### src/rtl/dmem_mmio_responder_if.sv
// CPU data-memory port bundle: write channel, read request and 1-cycle read return.
interface dmem_mmio_responder_if #(
    parameter int unsigned ADDR_WIDTH = 12,
    parameter int unsigned DATA_WIDTH = 32
);
    logic [ADDR_WIDTH-1:0] w_addr;
    logic [DATA_WIDTH-1:0] w_dat;
    logic                  w_enb;
    logic [3:0]            w_byte_enb;
    logic [ADDR_WIDTH-1:0] r_addr;
    logic                  r_enb;
    logic [DATA_WIDTH-1:0] r_dat;

    modport master (
        output w_addr, w_dat, w_enb, w_byte_enb, r_addr, r_enb,
        input  r_dat
    );

    modport slave (
        input  w_addr, w_dat, w_enb, w_byte_enb, r_addr, r_enb,
        output r_dat
    );
endinterface

### src/rtl/dmem_mmio_responder.sv
// Splits the CPU data port: lower half of the word space goes to bram32, upper half
// hits a tiny MMIO block (cycle counter, status/halt, byte TX FIFO).
module dmem_mmio_responder #(
    parameter int unsigned ADDR_WIDTH = 12,
    parameter int unsigned DATA_WIDTH = 32,
    parameter int unsigned TX_DEPTH   = 8
) (
    input  logic                  clk,
    input  logic                  rst,
    dmem_mmio_responder_if.slave  cpu,
    output logic [ADDR_WIDTH-1:0] mem_w_addr,
    output logic [DATA_WIDTH-1:0] mem_w_dat,
    output logic                  mem_w_enb,
    output logic [3:0]            mem_w_byte_enb,
    output logic [ADDR_WIDTH-1:0] mem_r_addr,
    output logic                  mem_r_enb,
    input  logic [DATA_WIDTH-1:0] mem_r_dat,
    output logic [7:0]            tx_data,
    output logic                  tx_valid,
    input  logic                  tx_ready,
    output logic                  halted,
    output logic                  pass
);
    localparam int unsigned PTR_W = $clog2(TX_DEPTH);
    localparam int unsigned CNT_W = PTR_W + 1;
    localparam logic [1:0]  OFF_CYCLE     = 2'd0;
    localparam logic [1:0]  OFF_STATUS    = 2'd1;
    localparam logic [1:0]  OFF_TX_DATA   = 2'd2;
    localparam logic [1:0]  OFF_TX_STATUS = 2'd3;
    localparam logic [DATA_WIDTH-1:0] STATUS_MASK = DATA_WIDTH'(32'hFFFF_FF03);

    logic [DATA_WIDTH-1:0] cycle_q, cycle_d;
    logic [DATA_WIDTH-1:0] status_q, status_d;
    logic [DATA_WIDTH-1:0] rdat_q, rdat_d;
    logic                  rsel_mmio_q, rsel_mmio_d;
    logic                  rvalid_q, rvalid_d;
    logic                  ovf_q, ovf_d;
    logic [PTR_W-1:0]      wptr_q, wptr_d, rptr_q, rptr_d;
    logic [CNT_W-1:0]      count_q, count_d;
    logic [7:0]            fifo_mem [TX_DEPTH];

    logic                  w_mmio, r_mmio, full, empty, push, pop, do_push;
    logic [DATA_WIDTH-1:0] mmio_rd_c;

    assign w_mmio = cpu.w_addr[ADDR_WIDTH-1];
    assign r_mmio = cpu.r_addr[ADDR_WIDTH-1];

    // RAM half is a straight combinational pass-through
    assign mem_w_addr     = cpu.w_addr;
    assign mem_w_dat      = cpu.w_dat;
    assign mem_w_byte_enb = cpu.w_byte_enb;
    assign mem_w_enb      = cpu.w_enb & ~w_mmio;
    assign mem_r_addr     = cpu.r_addr;
    assign mem_r_enb      = cpu.r_enb & ~r_mmio;

    assign full     = (count_q == CNT_W'(TX_DEPTH));
    assign empty    = (count_q == '0);
    assign tx_valid = ~empty;
    assign tx_data  = empty ? 8'h00 : fifo_mem[rptr_q];
    assign halted   = status_q[0];
    assign pass     = status_q[1];

    assign push    = cpu.w_enb & w_mmio & (cpu.w_addr[1:0] == OFF_TX_DATA) & cpu.w_byte_enb[0];
    assign pop     = tx_valid & tx_ready;
    assign do_push = push & (~full | pop);

    // Until the first read after reset there is nothing to return, so drive zero
    assign cpu.r_dat = !rvalid_q ? '0 : (rsel_mmio_q ? rdat_q : mem_r_dat);

    always_comb begin
        mmio_rd_c = '0;
        case (cpu.r_addr[1:0])
            OFF_CYCLE:     mmio_rd_c = cycle_q;
            OFF_STATUS:    mmio_rd_c = status_q;
            OFF_TX_DATA:   mmio_rd_c = DATA_WIDTH'(count_q);
            OFF_TX_STATUS: mmio_rd_c = DATA_WIDTH'({ovf_q, empty, full});
            default:       mmio_rd_c = '0;
        endcase
    end

    always_comb begin
        cycle_d     = cycle_q + DATA_WIDTH'(1);
        status_d    = status_q;
        rdat_d      = rdat_q;
        rsel_mmio_d = rsel_mmio_q;
        rvalid_d    = rvalid_q;
        ovf_d       = ovf_q;
        wptr_d      = wptr_q + PTR_W'(do_push);
        rptr_d      = rptr_q + PTR_W'(pop);
        count_d     = count_q + CNT_W'(do_push) - CNT_W'(pop);

        if (cpu.r_enb) begin
            rdat_d      = mmio_rd_c;
            rsel_mmio_d = r_mmio;
            rvalid_d    = 1'b1;
        end

        if (cpu.w_enb && w_mmio && cpu.w_addr[1:0] == OFF_STATUS) begin
            for (int i = 0; i < 4; i++) begin
                if (cpu.w_byte_enb[i]) status_d[8*i +: 8] = cpu.w_dat[8*i +: 8];
            end
            status_d = status_d & STATUS_MASK;
        end

        if (push && full && !pop) begin
            ovf_d = 1'b1;
        end else if (cpu.w_enb && w_mmio && cpu.w_addr[1:0] == OFF_TX_STATUS &&
                     cpu.w_byte_enb[0] && cpu.w_dat[2]) begin
            ovf_d = 1'b0;
        end
    end

    always_ff @(posedge clk) begin
        if (rst) begin
            cycle_q     <= '0;
            status_q    <= '0;
            rdat_q      <= '0;
            rsel_mmio_q <= 1'b0;
            rvalid_q    <= 1'b0;
            ovf_q       <= 1'b0;
            wptr_q      <= '0;
            rptr_q      <= '0;
            count_q     <= '0;
        end else begin
            cycle_q     <= cycle_d;
            status_q    <= status_d;
            rdat_q      <= rdat_d;
            rsel_mmio_q <= rsel_mmio_d;
            rvalid_q    <= rvalid_d;
            ovf_q       <= ovf_d;
            wptr_q      <= wptr_d;
            rptr_q      <= rptr_d;
            count_q     <= count_d;
        end
    end

    // Storage needs no reset: head is masked while the FIFO is empty
    always_ff @(posedge clk) begin
        if (do_push && !rst) fifo_mem[wptr_q] <= cpu.w_dat[7:0];
    end
endmodule

### src/flat_wrapper.sv
// flat-port wrapper written by rule: the top's interface ports become plain ports
module dmem_mmio_responder_flat 
#(
    parameter int unsigned ADDR_WIDTH = 12,
    parameter int unsigned DATA_WIDTH = 32,
    parameter int unsigned TX_DEPTH   = 8
)
  (clk, rst, mem_w_addr, mem_w_dat, mem_w_enb, mem_w_byte_enb, mem_r_addr, mem_r_enb, mem_r_dat, tx_data, tx_valid, tx_ready, halted, pass, cpu_w_addr, cpu_w_dat, cpu_w_enb, cpu_w_byte_enb, cpu_r_addr, cpu_r_enb, cpu_r_dat);
  dmem_mmio_responder_if #(.ADDR_WIDTH(ADDR_WIDTH), .DATA_WIDTH(DATA_WIDTH)) cpu_i ();
  input  logic clk;
  input  logic rst;
  output logic [ADDR_WIDTH-1:0] mem_w_addr;
  output logic [DATA_WIDTH-1:0] mem_w_dat;
  output logic mem_w_enb;
  output logic [3:0] mem_w_byte_enb;
  output logic [ADDR_WIDTH-1:0] mem_r_addr;
  output logic mem_r_enb;
  input  logic [DATA_WIDTH-1:0] mem_r_dat;
  output logic [7:0] tx_data;
  output logic tx_valid;
  input  logic tx_ready;
  output logic halted;
  output logic pass;
  input wire logic [$bits(cpu_i.w_addr)-1:0] cpu_w_addr;
  input wire logic [$bits(cpu_i.w_dat)-1:0] cpu_w_dat;
  input wire logic [$bits(cpu_i.w_enb)-1:0] cpu_w_enb;
  input wire logic [$bits(cpu_i.w_byte_enb)-1:0] cpu_w_byte_enb;
  input wire logic [$bits(cpu_i.r_addr)-1:0] cpu_r_addr;
  input wire logic [$bits(cpu_i.r_enb)-1:0] cpu_r_enb;
  output wire logic [$bits(cpu_i.r_dat)-1:0] cpu_r_dat;
  assign cpu_i.w_addr = cpu_w_addr;
  assign cpu_i.w_dat = cpu_w_dat;
  assign cpu_i.w_enb = cpu_w_enb;
  assign cpu_i.w_byte_enb = cpu_w_byte_enb;
  assign cpu_i.r_addr = cpu_r_addr;
  assign cpu_i.r_enb = cpu_r_enb;
  assign cpu_r_dat = cpu_i.r_dat;
  dmem_mmio_responder #(.ADDR_WIDTH(ADDR_WIDTH), .DATA_WIDTH(DATA_WIDTH), .TX_DEPTH(TX_DEPTH)) u_core (.clk(clk), .rst(rst), .cpu(cpu_i), .mem_w_addr(mem_w_addr), .mem_w_dat(mem_w_dat), .mem_w_enb(mem_w_enb), .mem_w_byte_enb(mem_w_byte_enb), .mem_r_addr(mem_r_addr), .mem_r_enb(mem_r_enb), .mem_r_dat(mem_r_dat), .tx_data(tx_data), .tx_valid(tx_valid), .tx_ready(tx_ready), .halted(halted), .pass(pass));
endmodule
### config.mk
export PLATFORM = sky130hd
export DESIGN_NAME = dmem_mmio_responder_flat
export DESIGN_NICKNAME = d
export VERILOG_FILES = /design/src/rtl/dmem_mmio_responder_if.sv /design/src/rtl/dmem_mmio_responder.sv /design/src/flat_wrapper.sv
export SDC_FILE = /design/constraint.sdc
export NUM_CORES = 1
export LEC_CHECK = 0
export CORE_UTILIZATION = 50
export CTS_BUF_LIST = sky130_fd_sc_hd__clkbuf_16
export CTS_CLUSTER_DIAMETER = 40
export DETAILED_ROUTE_END_ITERATION = 8
export PLACE_DENSITY_LB_ADDON = 0.05
export SLEW_MARGIN = 20
export SYNTH_ARGS = -nofsm -noshare
export SYNTH_HDL_FRONTEND = slang
export SYNTH_SLANG_ARGS = --single-unit
### constraint.sdc
create_clock -name clk -period 3 [get_ports clk]
set_clock_uncertainty 0.05 [all_clocks]
set_input_delay 0.45 -clock clk [delete_from_list [all_inputs] [get_ports clk]]
set_output_delay 0.45 -clock clk [all_outputs]
set_load 0.1 [all_outputs]
==> results.yml, run 1 <==
cells_and_area:
  drive_gt1_share_pct: 22.4
  area_growth_pct: 24.6
  regArea_um2: 3990
  n_antenna_cell: 0
  nets: 967
  multiInputGateArea_um2: 3390
  fill_cells: 1255
  final_util_pct: 64.8
floorplan:
  die_w_um: 129
  fp-row-count: 45
  die_area_um2: 16600
  die_y_um: 129
  io-pin-count: 202
  start_util_pct: 52.0
  core-area_um2: 15400
critical_path:
  cp_max_fo: 17
  r2r-start: "u_core.count_q[2]"
  startpoint_type: "register"
  path_class: "register to primary output"
  r2r_cells: 12
  r2r_slack_ns: 0.60
  crit_required_ns: 2.50
  worst_setup_path_end_kind: "primary output"
  crit_arrival_ns: 2.12
  r2r_end: "u_core.count_q[2]"
power_and_ir_drop:
  power.internal_mw: 4.55
  max-vdd-ir-drop_mv: 0.646
  pwr-share-seq_pct: 35.3
  pwr-share-clk_pct: 30.8
  p_per_area_nw_per_um2: 704
  p_sw_mw: 2.49
  leakage_nw: 3.76
  combPwrFrac_pct: 34.0
  switching_share_pct: 35.4
  finalPower_mw: 7.04
global_route:
  grt_pass1_wl_um: 27500
  grt_usage_pct: 21.6
  grt_pass1_vias: 5528
  grt_max_degree: 104
  grt-ovfl-total: 0
  antenna_found_initial: 0
sta:
  maxSlewViolCount: 0
  setup_viol: 0
  rsz0062_at_grt: "false"
  period_needed_ns: 2.62
  period_share_pct: 87.4
  slew_headroom_pct: 30.6
  fmax_ghz: 0.381
  worst_pin_slew_ns: 1.04
  hold_viol: 0
  setup_tns_ns: 0
synth:
  synthTopCellsByArea: "dfxtp_1 (26%), edfxtp_1 (24%), mux2i_1 (5.7%)"
  synth_cell_types: 44
  syn_area_um2: 8020
  synth_largest_area_cell: "dfxtp_1"
  synth.most_common_cell: "dfxtp_1"
  synth.yosys.warnings: 0
  synth_cells: 756
  ys.flop_type: "dfxtp_1"
  yosysSeqAreaShare_pct: 49.6
  synth-async-reset-ratio_pct: 0
  ys_ff_latch: 167
  synth_common_cells: "dfxtp_1 (103), nor2_1 (81), nor2b_1 (66)"
  postSynthAreaPerCell_um2: 10.6
  synth_edf_count: 64
  synth_top_area_share_pct: 25.7
  syn_nets: 864
placed_design:
  routabilityCongestion: 0.791
  port_buffers: 165
  dpl.hpwl_um: 11900
worst_hold_path:
  hold_class: "register to register"
  hold_start: "u_core.status_q[10]"
  hold_path_depth: 2
  hold_path_end: "u_core.status_q[10]"
cts:
  clk_path_buf_depth: 2
  cts_root_buf: "clkbuf_16"
  post_cts_resized: 0
  clkTransAtPathRegs_ns: 0.06
  clock_latency_ns: 0.43
  htree_num_levels: 4
  cts_setup_buffers: 0
  cts_tree: "built"
  clock-sinks: 167
  hold_buffers: 0
  cts_buffers: 17
routing:
  dr.pass1.iters: 4
  antenna_left: 0
  drc_errors: 0
  drt_iter0_drc: 283
  num_vias: 5609
  wl_um: 17000
  viasPerCell: 5.18
  wl_per_cell_um: 15.7
run_status:
  outcome: "complete, no violations"
run:
  maxCapViolCount: 0
==> per-stage QoR <==
stage	cell area, um2	hold WS, ns	instances	setup slack, ns
after CTS	9990	0.403	1083	0.322
final	10000	0.403	1083	0.377
after detailed placement	9400	0.393	1051	0.481
after global routing	10000	0.422	1083	0.224
after floorplan	8020	0.383	756	0.00868
after global placement	9400	0.391	1051	0.481
==> kinds of logic (layout without fill, tap and decap cells) <==
logic type / count (synthesis) / count (layout) / share of synthesized area (%)
muxes: 87 / 87 / 14.0
buffers and inverters: 112 / 228 / 8.20
DFF: 167 / 167 / 49.6
AOI/OAI and AO/OA: 68 / 68 / 4.38
and+or+nand+nor: 279 / 279 / 18.4
adders and majority gates: 11 / 11 / 1.81
xor gates and xnor gates: 32 / 32 / 3.49
==> worst max-delay path, stage by stage, from the launching register on <==
cell	delay, ns
dfxtp_1	0.83
mux4_2	0.34
mux2i_1	0.07
nor2_1	0.24
buf_12	0.21
==> final cells by class <==
class | instances | share of cell area, %
well taps | 211 | 2.64
clock buffers | 17 | 4.26
repair buffers | 187 | 17.3
flip-flops and latches | 167 | 39.9
inverters | 9 | 0.338
multi-input cells | 477 | 33.9
clock inverters | 15 | 1.65
==> worst max path at each step <==
| stage | start | endpoint | cells after the start |
|---|---|---|---|
| 3_3_place_gp | tx_ready | u_core.fifo_mem[1][4] | 6 |
| 5_1_grt | u_core.rptr_q[1] | tx_data[3] | 4 |
| 4_1_cts | u_core.rptr_q[1] | tx_data[3] | 4 |
| 3_5_place_dp | tx_ready | u_core.count_q[2] | 7 |
| 6_report | u_core.rptr_q[1] | tx_data[3] | 4 |
| 2_1_floorplan | u_core.count_q[2] | u_core.count_q[2] | 12 |
==> power groups by stage <==
stage	clock [mW]	combinational (mW)	sequential (mW)
floorplan	0	1.87	2.49
global placement	0	2.38	2.53
detailed placement	0	2.41	2.53
CTS	2.20	2.41	2.48
global route	2.30	2.53	2.49
finish	2.16	2.39	2.48
==> state kept, by name, summed over array words and instances, names as in the netlist <==
register            count
u_core.fifo_mem        64
u_core.count_q          4
u_core.wptr_q           3
u_core.status_q        26
u_core.rsel_mmio_q      1
u_core.ovf_q            1
u_core.rvalid_q         1
u_core.cycle_q         32
u_core.rptr_q           3
u_core.rdat_q          32
==> per-layer routing <==
layer / part of all wire [%] / routed length (um) / global-route usage (%)
met3: 5.2 / 891 / 4.16
met5: 0 / 0 / 0
met2: 48 / 8170 / 33.4
met4: 1.6 / 279 / 9.00
met1: 45 / 7640 / 29.7
==> cells in the final DEF, fill, tap and decap left out, types with 2 or more instances in the layout <==
master           synthesis  final
a21oi_1                 59     59
and2_1                   3      3
and3_1                   4      4
and3_2                   3      3
and4_1                   3      3
buf_12                   0     11
buf_4                   61     99
bufinv_16                0      3
clkbuf_16                0     17
clkdlybuf4s50_1          0     77
clkinv_2                 0      4
clkinv_4                 0      2
clkinvlp_4               0      4
dfxtp_1                103    102
edfxtp_1                64     64
ha_1                    10     10
inv_1                    9     11
mux2_2                  23     23
mux2i_1                 46     46
mux4_2                  18     18
nand2_1                 40     40
nand2b_1                 7      7
nand3_1                 41     41
nand4_1                 13     13
nor2_1                  81     81
nor2b_1                 66     65
nor3_1                   3      3
o21ai_0                  5      5
or3_1                    3      3
xnor2_1                 11     11
xor2_1                  21     21
Power figures use the tool's default switching activity.
==> run 2: changes to the inputs <==
--- a/config.mk
+++ b/config.mk
@@ -8,9 +8,11 @@
 export CORE_UTILIZATION = 50
 export CTS_BUF_LIST = sky130_fd_sc_hd__clkbuf_16
 export CTS_CLUSTER_DIAMETER = 40
+export CTS_CLUSTER_SIZE = 12
 export DETAILED_ROUTE_END_ITERATION = 8
 export PLACE_DENSITY_LB_ADDON = 0.05
 export SLEW_MARGIN = 20
 export SYNTH_ARGS = -nofsm -noshare
 export SYNTH_HDL_FRONTEND = slang
 export SYNTH_SLANG_ARGS = --single-unit
+export TNS_END_PERCENT = 100
==> results of run 2 <==
The final DEF is identical to that of run 1; final timing and power are the same.
==> run 3: changes to the inputs <==
--- a/config.mk
+++ b/config.mk
@@ -15,4 +15,4 @@
 export SYNTH_ARGS = -nofsm -noshare
 export SYNTH_HDL_FRONTEND = slang
 export SYNTH_SLANG_ARGS = --single-unit
-export TNS_END_PERCENT = 100
+export TNS_END_PERCENT = 50
==> results of run 3 <==
The final DEF is identical to that of run 1; final timing and power are the same.
